$ cat src/rtl/fpu_pkg.sv
// ---------------------------------------------------------------------------
// fpu_pkg -- types and constants shared by the FPU arithmetic blocks
// (divider, multiplier and later operations).
//
// Contents:
//   EXP_BIAS, EXP_MAX, QNAN_NEG : binary32 encoding constants
//   fp32_t                      : packed {sign, exponent, mantissa} view
//   fp_class_t                  : operand class (ZERO/DENORM/NORM/INF/NAN)
//   fp_classify()               : maps a binary32 word onto its class
// ---------------------------------------------------------------------------
package fpu_pkg;

    localparam int          EXP_BIAS = 127;
    localparam int          EXP_MAX  = 255;
    localparam logic [31:0] QNAN_NEG = 32'hFFC0_0000;

    typedef struct packed {
        logic        s;
        logic [7:0]  e;
        logic [22:0] m;
    } fp32_t;

    typedef enum logic [2:0] {
        ZERO,
        DENORM,
        NORM,
        INF,
        NAN
    } fp_class_t;

    function automatic fp_class_t fp_classify(input fp32_t f);
        fp_class_t c;
        if (f.e == 8'd0) begin
            if (f.m == 23'd0) c = ZERO;
            else              c = DENORM;
        end else if (f.e == 8'hFF) begin
            if (f.m == 23'd0) c = INF;
            else              c = NAN;
        end else begin
            c = NORM;
        end
        return c;
    endfunction

endpackage

$ cat src/rtl/lzc48.sv
// ---------------------------------------------------------------------------
// lzc48 -- combinational leading-zero counter for a 48-bit word.
//
// Ports:
//   d  in  48  word to examine (bit 47 is the most significant)
//   lz out  6  number of leading zeros; an all-zero word returns 48
//
// The word is split into six bytes; each byte reports whether it holds a
// one and where its first one sits, then the most significant non-empty
// byte selects the result.
// ---------------------------------------------------------------------------
module lzc48 (
    input  logic [47:0] d,
    output logic [5:0]  lz
);

    logic [5:0]      grp_any;
    logic [5:0][2:0] grp_lz;

    generate
        for (genvar gi = 0; gi < 6; gi++) begin : g_grp
            // Byte gi = 0 is the most significant byte of d.
            logic [7:0] byte_bits;
            logic [2:0] byte_lz;

            assign byte_bits = d[47-8*gi -: 8];
            assign grp_any[gi] = |byte_bits;

            // Scanning upward lets the highest set bit win.
            always_comb begin
                byte_lz = 3'd7;
                for (int i = 0; i < 8; i++) begin
                    if (byte_bits[i]) byte_lz = 3'(7 - i);
                end
            end

            assign grp_lz[gi] = byte_lz;
        end
    endgenerate

    // Scanning from the least significant byte up lets the most
    // significant non-empty byte win.
    always_comb begin
        lz = 6'd48;
        for (int g = 5; g >= 0; g--) begin
            if (grp_any[g]) lz = 6'(8 * g) + {3'd0, grp_lz[g]};
        end
    end

endmodule

$ cat src/rtl/fmul_pipe.sv
// ---------------------------------------------------------------------------
// fmul_pipe -- three-stage pipelined IEEE-754 binary32 multiplier with a
// valid/ready handshake on both sides and an opaque routing tag.
//
// Ports:
//   clk       in   1      clock, all state changes on the rising edge
//   rst       in   1      synchronous active-high reset, drops in-flight ops
//   in_valid  in   1      operands present
//   in_ready  out  1      pipeline accepts operands this cycle
//   x1, x2    in   32     multiplicand / multiplier (binary32)
//   in_tag    in   TAG_W  tag travelling with the operands
//   out_valid out  1      result present
//   out_ready in   1      consumer takes the result
//   y         out  32     product (binary32), round-to-nearest-even
//   ovf       out  1      finite operands overflowed to infinity
//   out_tag   out  TAG_W  tag of the result
//
// Stages: S1 unpack/classify/special-case, S2 mantissa multiply,
// S3 normalize/round/pack (its register is the output register).
// The whole pipe advances together whenever the output slot is free or
// being drained, so results leave in issue order.
// ---------------------------------------------------------------------------
module fmul_pipe
    import fpu_pkg::*;
#(
    parameter int TAG_W = 5
) (
    input  logic             clk,
    input  logic             rst,
    input  logic             in_valid,
    output logic             in_ready,
    input  logic [31:0]      x1,
    input  logic [31:0]      x2,
    input  logic [TAG_W-1:0] in_tag,
    output logic             out_valid,
    input  logic             out_ready,
    output logic [31:0]      y,
    output logic             ovf,
    output logic [TAG_W-1:0] out_tag
);

    logic en;

    // ---------------- S1: unpack and classify ----------------
    fp32_t     a, b;
    fp_class_t ca, cb;
    logic      sy;
    logic      spec_next;
    logic [31:0] spec_val_next;
    logic [23:0] m1a, m2a;
    logic [7:0]  e1a, e2a;

    assign a  = x1;
    assign b  = x2;
    assign ca = fp_classify(a);
    assign cb = fp_classify(b);
    assign sy = a.s ^ b.s;

    // Denormals carry no hidden bit and sit at effective exponent 1.
    assign m1a = {(a.e != 8'd0), a.m};
    assign m2a = {(b.e != 8'd0), b.m};
    assign e1a = (a.e == 8'd0) ? 8'd1 : a.e;
    assign e2a = (b.e == 8'd0) ? 8'd1 : b.e;

    // First match wins; NaN payloads are quietened by forcing mantissa bit 22.
    always_comb begin
        spec_next     = 1'b1;
        spec_val_next = 32'd0;
        if (ca == NAN) begin
            spec_val_next = {a.s, 8'hFF, 1'b1, a.m[21:0]};
        end else if (cb == NAN) begin
            spec_val_next = {b.s, 8'hFF, 1'b1, b.m[21:0]};
        end else if ((ca == ZERO && cb == INF) || (ca == INF && cb == ZERO)) begin
            spec_val_next = QNAN_NEG;
        end else if (ca == INF || cb == INF) begin
            spec_val_next = {sy, 8'hFF, 23'd0};
        end else if (ca == ZERO || cb == ZERO) begin
            spec_val_next = {sy, 31'd0};
        end else begin
            spec_next = 1'b0;
        end
    end

    logic             v1_reg;
    logic             s1_sy_reg;
    logic             s1_spec_reg;
    logic [31:0]      s1_spec_val_reg;
    logic [23:0]      s1_m1_reg, s1_m2_reg;
    logic [7:0]       s1_e1_reg, s1_e2_reg;
    logic [TAG_W-1:0] s1_tag_reg;

    // ---------------- S2: multiply ----------------
    logic [47:0]        p_next;
    logic signed [9:0]  et_next;

    assign p_next  = {24'd0, s1_m1_reg} * {24'd0, s1_m2_reg};
    assign et_next = $signed({2'b00, s1_e1_reg}) + $signed({2'b00, s1_e2_reg})
                   - 10'sd127;

    logic               v2_reg;
    logic               s2_sy_reg;
    logic               s2_spec_reg;
    logic [31:0]        s2_spec_val_reg;
    logic [47:0]        s2_p_reg;
    logic signed [9:0]  s2_et_reg;
    logic [TAG_W-1:0]   s2_tag_reg;

    // ---------------- S3: normalize, round, pack ----------------
    logic [5:0]         lz;
    logic signed [9:0]  e_norm;
    logic signed [9:0]  exp_base;
    logic signed [9:0]  exp_fin;
    logic [9:0]         sh;
    logic [47:0]        pn;
    logic [47:0]        pn_d;
    logic               lost;
    logic               guard;
    logic               sticky;
    logic               rnd;
    logic [24:0]        sum;
    logic [22:0]        mant;
    logic [31:0]        y_next;
    logic               ovf_next;

    lzc48 u_lzc (
        .d  (s2_p_reg),
        .lz (lz)
    );

    always_comb begin
        // Bring the leading one to bit 47 (the hidden-bit position).
        e_norm = s2_et_reg + 10'sd1 - $signed({4'd0, lz});
        pn     = s2_p_reg << lz;
        pn_d   = pn;
        lost   = 1'b0;
        sh     = 10'd0;

        // Underflow: denormalize, keeping every shifted-out bit in sticky.
        if (e_norm <= 10'sd0) begin
            sh = 10'sd1 - e_norm;
            if (sh >= 10'd48) begin
                pn_d = 48'd0;
                lost = |pn;
            end else begin
                pn_d = pn >> sh[5:0];
                lost = |(pn & ((48'd1 << sh[5:0]) - 48'd1));
            end
        end

        guard  = pn_d[23];
        sticky = (|pn_d[22:0]) | lost;
        rnd    = guard & (sticky | pn_d[24]);
        sum    = {1'b0, pn_d[47:24]} + {24'd0, rnd};

        exp_base = (e_norm <= 10'sd0) ? 10'sd0 : e_norm;
        exp_fin  = exp_base;
        mant     = sum[22:0];
        if (sum[24]) begin
            // 1.111..1 rounded up to 10.000..0
            exp_fin = exp_base + 10'sd1;
            mant    = 23'd0;
        end else if (exp_base == 10'sd0 && sum[23]) begin
            // Largest denormal rounded up into the smallest normal.
            exp_fin = 10'sd1;
        end

        ovf_next = 1'b0;
        if (s2_spec_reg) begin
            y_next = s2_spec_val_reg;
        end else if (s2_p_reg == 48'd0) begin
            y_next = {s2_sy_reg, 31'd0};
        end else if (exp_fin >= 10'sd255) begin
            // Specials were resolved in S1, so both operands are finite here.
            y_next   = {s2_sy_reg, 8'hFF, 23'd0};
            ovf_next = 1'b1;
        end else begin
            y_next = {s2_sy_reg, exp_fin[7:0], mant};
        end
    end

    logic             v3_reg;
    logic [31:0]      y_reg;
    logic             ovf_reg;
    logic [TAG_W-1:0] tag_reg;

    // ---------------- handshake ----------------
    assign en        = ~v3_reg | out_ready;
    assign in_ready  = en;
    assign out_valid = v3_reg;
    assign y         = y_reg;
    assign ovf       = ovf_reg;
    assign out_tag   = tag_reg;

    // Control and output registers (reset).
    always_ff @(posedge clk) begin
        if (rst) begin
            v1_reg  <= 1'b0;
            v2_reg  <= 1'b0;
            v3_reg  <= 1'b0;
            y_reg   <= 32'd0;
            ovf_reg <= 1'b0;
            tag_reg <= '0;
        end else if (en) begin
            v1_reg  <= in_valid;
            v2_reg  <= v1_reg;
            v3_reg  <= v2_reg;
            y_reg   <= y_next;
            ovf_reg <= ovf_next;
            tag_reg <= s2_tag_reg;
        end
    end

    // Internal datapath registers; their contents only matter alongside a
    // set valid bit, so they need no reset.
    always_ff @(posedge clk) begin
        if (en) begin
            s1_sy_reg       <= sy;
            s1_spec_reg     <= spec_next;
            s1_spec_val_reg <= spec_val_next;
            s1_m1_reg       <= m1a;
            s1_m2_reg       <= m2a;
            s1_e1_reg       <= e1a;
            s1_e2_reg       <= e2a;
            s1_tag_reg      <= in_tag;

            s2_sy_reg       <= s1_sy_reg;
            s2_spec_reg     <= s1_spec_reg;
            s2_spec_val_reg <= s1_spec_val_reg;
            s2_p_reg        <= p_next;
            s2_et_reg       <= et_next;
            s2_tag_reg      <= s1_tag_reg;
        end
    end

endmodule

$ cat config.mk
export PLATFORM = sky130hd
export DESIGN_NAME = fmul_pipe
export DESIGN_NICKNAME = d
export VERILOG_FILES = /design/src/rtl/fpu_pkg.sv /design/src/rtl/lzc48.sv /design/src/rtl/fmul_pipe.sv
export SDC_FILE = /design/constraint.sdc
export NUM_CORES = 2
export LEC_CHECK = 0
export ABC_AREA = 1
export BUFFER_PORTS_ARGS = -buffer_cell sky130_fd_sc_hd__buf_2
export CORE_MARGIN = 3
export CORE_UTILIZATION = 45
export DETAILED_ROUTE_END_ITERATION = 8
export GPL_ROUTABILITY_DRIVEN = 0
export PLACE_DENSITY = 0.63
export SLEW_MARGIN = 20
export SYNTH_ARGS = -nofsm -noshare
export SYNTH_HDL_FRONTEND = slang
export SYNTH_SLANG_ARGS = --single-unit
$ cat constraint.sdc
create_clock -name clk -period 18.7 [get_ports clk]
set_input_delay 0.935 -clock clk [delete_from_list [all_inputs] [get_ports clk]]
set_output_delay 0.935 -clock clk [all_outputs]
set_load 0.05 [all_outputs]
==> results.sh <==
export IMPL_wire_per_inst_um=19.7
export IMPL_syn_inst=5016
export IMPL_cap_violations=0
export IMPL_place_area_sq_um=38100
export IMPL_crit_fanout=58
export IMPL_hold_start="s1_spec_val_reg[0]"
export IMPL_syn_area_per_cell_sq_um=7.32
export IMPL_clock_path_buffers=3
export IMPL_finalSetupTns_ns=0
export IMPL_criticalPathCategory="reg2reg"
export IMPL_dpl_hpwl_um=90000
export IMPL_finalCritPeriodShare_pct=49.8
export IMPL_timing_rr_start="s2_p_reg[15]"
export IMPL_clockRootBuffer="clkbuf_16"
export IMPL_rsz0062_at_grt="false"
export IMPL_r2r_end="y[27]"
export IMPL_multiInputGateArea_sq_um=25800
export IMPL_grt_pass1_wl_um=187000
export IMPL_drc=0
export IMPL_insertion_delay_ns=0.57
export IMPL_skew_ns=0.0205
export IMPL_synthFlopType="edfxtp_1"
export IMPL_synthToLayoutAreaGrowth_pct=6.42
export IMPL_drive_gt1_share_pct=6.29
export IMPL_htree_levels=1
export IMPL_cpPeakStageDelay_ns=0.63
export IMPL_drtAntennaViolNets=0
export IMPL_reg2reg_slack_ns=9.38
export IMPL_syn_area_sq_um=36700
export IMPL_setup_violations=0
export IMPL_cpMaxStageDelayCell="nand2_4"
export IMPL_grt_usage_pct=27.9
export IMPL_synth_seq_cells=227
export IMPL_fill_cells=8114
export IMPL_fin_crit_ns=9.32
export IMPL_synth_distinct_cells=56
export IMPL_cpMostUsedCell="nand2_1"
export IMPL_layout_cells_non_filler=6056
export IMPL_seq_area_sq_um=6410
export IMPL_routed_wl_um=119000
export IMPL_status="completed"
export IMPL_hold_path_class="reg2reg"
export IMPL_r2r_cells=50
export IMPL_cp_end_kind="register"
export IMPL_start_util_pct=45.5
export IMPL_worstSetupStartpointType="register"
export IMPL_port_buffers=112
export IMPL_max_clock_freq_ghz=0.107
export IMPL_die_h_um=292
export IMPL_vias=33800
export IMPL_rows=104
export IMPL_die_area_sq_um=85000
export IMPL_cts_sinks=227
export IMPL_layout_commonest_cell="nand2_1"
export IMPL_cts_tree="yes"
export IMPL_required_ns=19.12
export IMPL_dpl_cell_count=6005
export IMPL_async_flop_share_pct=0
export IMPL_cts_setup_buffers=0
export IMPL_synth_warnings=0
export IMPL_viasPerCell=5.57
export IMPL_grt_max_degree=98
export IMPL_whs_endpoint="s2_spec_val_reg[0]"
export IMPL_largest_reg_flops=48
export IMPL_io_pins=113
export IMPL_syn_num_nets=5782
export IMPL_drt_iter0_drc=3299
export IMPL_tightest_slew_ns=1.13
export IMPL_drv_slew=0
export IMPL_hold_path_depth=0
export IMPL_hold_viol_final=0
export IMPL_dr_pass1_iters=8
export IMPL_core_area_sq_um=80700
export IMPL_cp_arrival_ns=9.74
export IMPL_synth_edf_count=186
export IMPL_ctsHoldBuffers=0
export IMPL_grt_antenna_before_repair=0
export IMPL_relSlewSlack_pct=24.8
export IMPL_synth_seq_area_share_pct=17.5
export IMPL_finalInstanceArea_sq_um=39100
export IMPL_fp_dieW_um=292
export IMPL_hold_ws_ns=0.411
export IMPL_path_clk_slew_ns=0.06
export IMPL_grt_overflow=0
export IMPL_layout_common_cells="1368 x nand2_1, 897 x inv_1, 691 x nand3_1, 484 x fa_1, 209 x ha_1"
export IMPL_post_cts_resized=0
export IMPL_fin_nets=5740
export IMPL_grt_pass1_vias=32900
export IMPL_cts_buffers=27
-- through the flow --
stage                     setup slack (ns)  util [%]
after detailed placement              9.68      47.3
after floorplan                      11.01         -
after CTS                             9.66      48.4
after global placement                9.83      47.3
final                                 9.38      48.4
after global routing                  8.51      48.4
-- worst max-delay path, delay by kind of cell, from the launching register on --
kind                     cells  cell delay (ns)
AO/OA/AOI/OAI                3             0.33
AND/OR/NAND/NOR             31             4.81
adder cells (fa/ha/maj)      4             0.95
buffers and inverters       11             2.49
flip-flops                   1             0.44
XOR/XNOR                     1             0.07
-- cells in the mapped netlist (20+ instances only) --
master,instances,area (sq um)
nand2_1,1369,5140
inv_1,899,3370
nand3_1,691,3460
fa_1,484,9690
ha_1,209,2620
nor2_1,206,773
clkbuf_1,190,713
edfxtp_1,186,5590
a21oi_1,161,806
o21ai_0,149,746
xor2_1,70,613
nand4_1,50,313
dfxtp_1,41,821
nor3_1,35,175
buf_1,29,109
buf_2,27,135
xnor2_1,24,210
inv_2,22,82.6
nor4_1,20,125
-- per-layer routing --
metal / GRT usage, % / up-vias / part of all wire (%)
li1: - / 15600 / -
met1: 37.6 / 16200 / 41
met2: 44.4 / 1632 / 45
met3: 4.68 / 364 / 8.7
met4: 12.3 / 0 / 5.2
met5: 0 / - / 0
-- cell families (layout without fill, tap and decap cells) --
logic type / after synthesis / after routing / share of synthesized area, %
and+or+nand+nor: 2436 / 2436 / 28.6
buffers and inverters: 1186 / 1165 / 12.4
adders and majority gates: 693 / 693 / 33.5
AOI/OAI and AO/OA: 380 / 380 / 5.72
DFF: 227 / 227 / 17.5
xor gates and xnor gates: 94 / 94 / 2.24
other: 0 / 1 / 0
-- cell type report --
cell class,instances,area share [%]
well taps,1060,3.40
repair buffers,188,2.90
multi-input cells,3603,66.0
clock inverters,19,0.564
clock buffers,31,1.79
diodes,1,0.00641
inverters,927,8.94
flip-flops and latches,227,16.4
-- worst max-delay path by stage --
stage / from / endpoint / slack [ns] / depth (start not counted)
6_report: s2_p_reg[15] / y[27] / 9.38 / 50
3_3_place_gp: s2_p_reg[27] / y[26] / 9.83 / 48
5_1_grt: s2_p_reg[27] / y[26] / 8.51 / 49
4_1_cts: s2_p_reg[27] / y[27] / 9.66 / 48
2_1_floorplan: out_ready / in_ready / 11.01 / 3
3_5_place_dp: s2_p_reg[27] / y[25] / 9.68 / 48
Power is not shown: default switching activity piles up to over one toggle a cycle in this logic, so the estimate is an artifact.
